==> config.mk <==
export PLATFORM = sky130hd
export DESIGN_NAME = axi_aw_route_mux
export DESIGN_NICKNAME = d
export VERILOG_FILES = /design/src/rtl/axi_aw_route_mux.sv
export SDC_FILE = /design/constraint.sdc
export NUM_CORES = 1
export LEC_CHECK = 0
export ABC_CLOCK_PERIOD_IN_PS = 5110
export BUFFER_PORTS_ARGS = -buffer_cell sky130_fd_sc_hd__buf_2
export CAP_MARGIN = 20
export CELL_PAD_IN_SITES_DETAIL_PLACEMENT = 1
export CELL_PAD_IN_SITES_GLOBAL_PLACEMENT = 2
export CORE_AREA = 2 2 168 170
export DETAILED_ROUTE_END_ITERATION = 10
export DIE_AREA = 0 0 170 172
export PLACE_DENSITY_LB_ADDON = 0.1
export SLEW_MARGIN = 10
export SYNTH_ARGS = -nofsm -noshare
export SYNTH_HDL_FRONTEND = slang
export SYNTH_SLANG_ARGS = --single-unit
==> constraint.sdc <==
create_clock -name clk -period 5.11 [get_ports clk]
set_input_delay 0.7665 -clock clk [delete_from_list [all_inputs] [get_ports clk]]
set_output_delay 0.7665 -clock clk [all_outputs]
set_load 0.02 [all_outputs]
==> src/rtl/axi_aw_route_mux.sv <==
`default_nettype none
// ============================================================================
// Module   : axi_aw_route_mux
// Purpose  : Per-slave-port AW/W routing stage behind a one-hot arbiter.
//            Locks the arbiter's combinational grant into a stable AW
//            selection, forwards the chosen master's AW beat to the slave,
//            returns accept to the arbiter and queues the granted master
//            index in a route FIFO that steers W bursts in AW order.
// Ports    : clk, rst_n          - clock, synchronous active-low reset
//            gnt / accept        - one-hot grant in, AW-handshake accept out
//            s_aw* / m_aw*       - per-master AW in, single AW out to slave
//            s_w*  / m_w*        - per-master W in, single W out to slave
//            outstanding         - route FIFO occupancy (registered)
// Revision : 1.0 - initial release
// ============================================================================
module axi_aw_route_mux #(
  parameter int N      = 4,
  parameter int ID_W   = 4,
  parameter int ADDR_W = 32,
  parameter int DATA_W = 32,
  parameter int DEPTH  = 4,
  parameter int IDX_W  = $clog2(N)
) (
  input  logic                          clk,
  input  logic                          rst_n,
  input  logic [N-1:0]                  gnt,
  output logic                          accept,
  input  logic [N-1:0]                  s_awvalid,
  output logic [N-1:0]                  s_awready,
  input  logic [N*ID_W-1:0]             s_awid,
  input  logic [N*ADDR_W-1:0]           s_awaddr,
  input  logic [N*8-1:0]                s_awlen,
  output logic                          m_awvalid,
  input  logic                          m_awready,
  output logic [IDX_W+ID_W-1:0]         m_awid,
  output logic [ADDR_W-1:0]             m_awaddr,
  output logic [7:0]                    m_awlen,
  input  logic [N-1:0]                  s_wvalid,
  output logic [N-1:0]                  s_wready,
  input  logic [N*DATA_W-1:0]           s_wdata,
  input  logic [N*(DATA_W/8)-1:0]       s_wstrb,
  input  logic [N-1:0]                  s_wlast,
  output logic                          m_wvalid,
  input  logic                          m_wready,
  output logic [DATA_W-1:0]             m_wdata,
  output logic [DATA_W/8-1:0]           m_wstrb,
  output logic                          m_wlast,
  output logic [$clog2(DEPTH+1)-1:0]    outstanding
);

  localparam int STRB_W = DATA_W / 8;
  localparam int CNT_W  = $clog2(DEPTH + 1);
  localparam int PTR_W  = $clog2(DEPTH);

  typedef enum logic [0:0] {
    ST_IDLE   = 1'b0,
    ST_LOCKED = 1'b1
  } state_t;

  state_t             state_q, state_d;
  logic [IDX_W-1:0]   sel_q, sel_d;
  logic [PTR_W-1:0]   wptr_q, wptr_d;
  logic [PTR_W-1:0]   rptr_q, rptr_d;
  logic [CNT_W-1:0]   count_q, count_d;
  logic [IDX_W-1:0]   fifo_q [DEPTH];

  logic [IDX_W-1:0]   gnt_idx;
  logic               locked;
  logic               w_have;
  logic [IDX_W-1:0]   wsel;
  logic               push;
  logic               pop;

  // Lowest set bit wins so a malformed multi-hot grant still picks one master.
  always_comb begin
    gnt_idx = '0;
    for (int i = N - 1; i >= 0; i--) begin
      if (gnt[i]) gnt_idx = IDX_W'(i);
    end
  end

  // ---------------------------------------------------------------- AW path
  // Every handshake-bearing output is qualified by rst_n so nothing is
  // presented while reset is asserted, even before the first reset edge.
  assign locked    = (state_q == ST_LOCKED) && rst_n;
  assign m_awvalid = locked && s_awvalid[sel_q];
  assign accept    = m_awvalid && m_awready;
  assign push      = accept;

  assign m_awid   = {sel_q, s_awid[sel_q*ID_W +: ID_W]};
  assign m_awaddr = s_awaddr[sel_q*ADDR_W +: ADDR_W];
  assign m_awlen  = s_awlen[sel_q*8 +: 8];

  always_comb begin
    s_awready = '0;
    if (locked) s_awready[sel_q] = m_awready;
  end

  // ----------------------------------------------------------------- W path
  // W follows the FIFO head only; with nothing queued all W is held off.
  assign w_have   = (count_q != '0) && rst_n;
  assign wsel     = fifo_q[rptr_q];
  assign m_wvalid = w_have && s_wvalid[wsel];
  assign m_wdata  = s_wdata[wsel*DATA_W +: DATA_W];
  assign m_wstrb  = s_wstrb[wsel*STRB_W +: STRB_W];
  assign m_wlast  = s_wlast[wsel];
  assign pop      = m_wvalid && m_wready && m_wlast;

  always_comb begin
    s_wready = '0;
    if (w_have) s_wready[wsel] = m_wready;
  end

  assign outstanding = rst_n ? count_q : '0;

  // ------------------------------------------------------ next-state logic
  always_comb begin
    state_d = state_q;
    sel_d   = sel_q;
    case (state_q)
      ST_IDLE: begin
        // Latching only with a free slot guarantees the single push this
        // lock produces can never overflow the FIFO.
        if ((gnt != '0) && (count_q < CNT_W'(DEPTH))) begin
          sel_d   = gnt_idx;
          state_d = ST_LOCKED;
        end
      end
      ST_LOCKED: begin
        if (accept) state_d = ST_IDLE;
      end
      default: state_d = ST_IDLE;
    endcase
  end

  always_comb begin
    wptr_d  = wptr_q;
    rptr_d  = rptr_q;
    count_d = count_q;
    if (push) wptr_d = wptr_q + PTR_W'(1);
    if (pop)  rptr_d = rptr_q + PTR_W'(1);
    case ({push, pop})
      2'b10:   count_d = count_q + CNT_W'(1);
      2'b01:   count_d = count_q - CNT_W'(1);
      default: count_d = count_q;
    endcase
  end

  always_ff @(posedge clk) begin
    if (!rst_n) begin
      state_q <= ST_IDLE;
      sel_q   <= '0;
      wptr_q  <= '0;
      rptr_q  <= '0;
      count_q <= '0;
    end else begin
      state_q <= state_d;
      sel_q   <= sel_d;
      wptr_q  <= wptr_d;
      rptr_q  <= rptr_d;
      count_q <= count_d;
    end
  end

  // Storage needs no reset: entries are only read while count is non-zero.
  always_ff @(posedge clk) begin
    if (push) fifo_q[wptr_q] <= sel_q;
  end

endmodule
`default_nettype wire

==> summary.txt <==
Yosys
  • Mux contribution to synthesized area: around 65%
  • Synth Net Count: 552
  • Post-synthesis adder-cell area fraction: 2.724%
  • Cell taking the most area after synthesis: mux4_2
  • Combinational family with the most area after synthesis: multiplexers
  • Primary FF master, synth: dfxtp_1
  • List of most frequent post-synthesis cells: 83 x mux4_2, 12 x dfxtp_1, 10 x mux2i_1
  • Post-synth EDFFs: 8
  • Yosys warns: 0
  • Seq/Total Area, Yosys: 15.85%
  • Register bit count reported by yosys: 20
  • Largest cells by area after synthesis: mux4_2 62%, dfxtp_1 7.9%, edfxtp_1 7.9%, mux2i_1 3.3%, ha_1 2.1%
  • Post-synth top area share: 61.66%
  • Async SR Flop Fraction: 0%
  • Post-synthesis cell area: about 3000 µm²
  • Synth Area in Compound Gates: 3.013%
  • Top-count cell post-synth: mux4_2
  • Post-synthesis simple-gate area fraction: 6.975%
  • Post-synthesis cell type count: 33
  • Post-Syn Instances: 206
  • Mean Syn Cell Area: 14.72 µm²
  • Post-Synth XOR/XNOR Area: 0.8667%

CTS
  • Reg clk slew, reported paths: ~0.060 ns
  • Post_cts resized: 0
  • Hold Buf Count CTS: 0
  • Post-CTS Setup Bufs: 0
  • CTS tree: done
  • Worst-Skew Late Latency: 0.25 ns
  • H-tree Lvls: 1
  • CTS Buf Count: 3
  • CTS max path bufs: 2
  • Root buf cell: clkbuf_16
  • Clock Sinks: 20

Timing
  • Final Skew: 0.001585 ns
  • Final setup fails: 0
  • Period utilization: approximately two thirds
  • Fin. Hold Viols: 0
  • Fin. max-slew vios: 0
  • Slew headroom: 28.48%
  • Final TNS setup: 0 ns
  • RSZ-0062 raised after global routing: no
  • FMAX: 287.6 MHz
  • Worst-Margin Slew: 1.073 ns
  • Minimum clock period: 3.477 ns

Hold path
  • Hold WC Path Type: register to register

Route
  • Drt wl/cell: about 19 µm
  • # DRC: 0
  • Drt first pass iters: 4
  • Final WL: 18.66 mm
  • DR vias/cell: approximately 4.0
  • DR vias: slightly below 4,000
  • Final ANT Viol Nets: 0
  • DRT iter0 DRCs: 63

Pwr
  • Worst vdd ir: 0.00009015 V
  • PD cells: ~140 nW/µm²
  • Lkg Pwr: 2.696 nW
  • Final Power: 795.8 µW

Layout
  • Layout area overhead: 86.67%
  • Multi-input gate area: 2392 µm²
  • Post-route cell area: 5659 µm²
  • Final core utilization: 20.60%
  • Share of cells above drive strength 1: between 80% and 90%
  • Final-layout fill cell count: 3,290
  • Nets: 973
  • Storage cell area: 485.5 µm²

Placement
  • Placed Area: approximately 5500 µm²
  • Placer Congestion: 0.7951
  • HPWL after DPL: 16.87 mm
  • Port Buffers: between 400 and 500

Global routing
  • Initial antenna violation count: 6
  • Vias in the first global route: 4,393
  • Largest net degree at the start of global routing: 55
  • First-pass GRT wire length: 25.99 mm
  • Total GRT Usage: 11.95%
  • GR Overflow Total: 0

Floorplan
  • Die Y: 172 µm
  • Core area: ~27,000 µm²
  • Standard-cell rows: 61
  • Die footprint: roughly 29,000 µm²
  • Initial Util: roughly 11%
  • # IOs: 437
  • Die width: 170 µm

Flow run
  • # Max-Cap Violations: 0

Critical path
  • Worst Setup End Kind: output port
  • Startpoint Class: register
  • Worst EP arrival: 2.71 ns
  • WS Path Type: register to output port
  • Worst Path Max Fanout: 27
  • Worst Path Required: 4.34 ns

Outcome
  • Outcome: complete, no violations
## cell type report
cell class / count / share of cell area (%)
Clock buffer: 3 / 1.327
Multi-Input combinational cell: 156 / 42.27
Tap cell: 346 / 7.650
Inverter: 7 / 0.4643
Sequential cell: 20 / 8.578
Antenna cell: 5 / 0.2211
Clock inverter: 1 / 0.5306
Timing Repair Buffer: 439 / 38.96
## cell families after synthesis
family	after synthesis
AO/OA/AOI/OAI	13
XOR/XNOR	3
adder cells (fa/ha/maj)	6
buffers and inverters	30
flip-flops	20
multiplexers	94
AND/OR/NAND/NOR	40
## placed cells by master (no fill, tap or decap), types with 2 or more instances in the layout
master / instances
a21oi_1: 2
clkbuf_16: 3
mux2i_1: 10
buf_4: 3
nor3_1: 3
a21boi_0: 3
or3_1: 2
buf_2: 436
nand2_1: 8
ha_1: 5
mux4_2: 83
xnor2_1: 2
inv_1: 7
diode_2: 5
and3_1: 8
and2_1: 7
edfxtp_1: 8
nor2_1: 6
nor2b_1: 2
dfxtp_1: 10
o21ai_0: 3
## registers in the layout (all words and copies together) (netlist names), named ones only
| register | flops |
|---|---|
| rptr_q | 2 |
| fifo_q | 8 |
| sel_q | 2 |
| wptr_q | 2 |
| count_q | 3 |
| state_q | 1 |
## where the power goes
group          internal (mW)  switching [mW]  total (mW)
clock                  0.155          0.0594       0.215
combinational          0.219           0.187       0.405
sequential             0.168         0.00713       0.176
## worst max-delay path, cell delays in order, from the launching register on
cell and delay, ns:
dfxtp_1 0.35, mux4_2 0.71, buf_4 0.54, mux4_2 0.64, buf_2 0.19
## worst paths after layout
check	start	slack (ns)	to	cells past startpoint
setup / recovery	register	1.63	m_wdata[31]	4
hold / removal	rptr_q[1]	0.46	register	1
setup reg to reg	register	1.65	count_q[2]	9
hold reg to reg	rptr_q[1]	0.46	register	1
## routing by layer
| layer | vias up | global-route usage [%] | wire, µm |
|---|---|---|---|
| met5 | - | 0 | 13 |
| met4 | 2 | 2.787 | 177 |
| met3 | 11 | 3.799 | 1943 |
| met2 | 265 | 25.86 | 11060 |
| met1 | 1836 | 10.38 | 5469 |
| li1 | 1746 | - | - |
## through the flow
step,setup WS (ns),std cells,hold WS (ns)
2_1_floorplan,1.948,206,0.4266
3_3_place_gp,1.669,968,0.4644
3_5_place_dp,1.571,968,0.4671
4_1_cts,1.520,972,0.4756
5_1_grt,1.313,977,0.5111
6_report,1.633,977,0.4615
No activity file was read; power rests on OpenSTA's default activity.
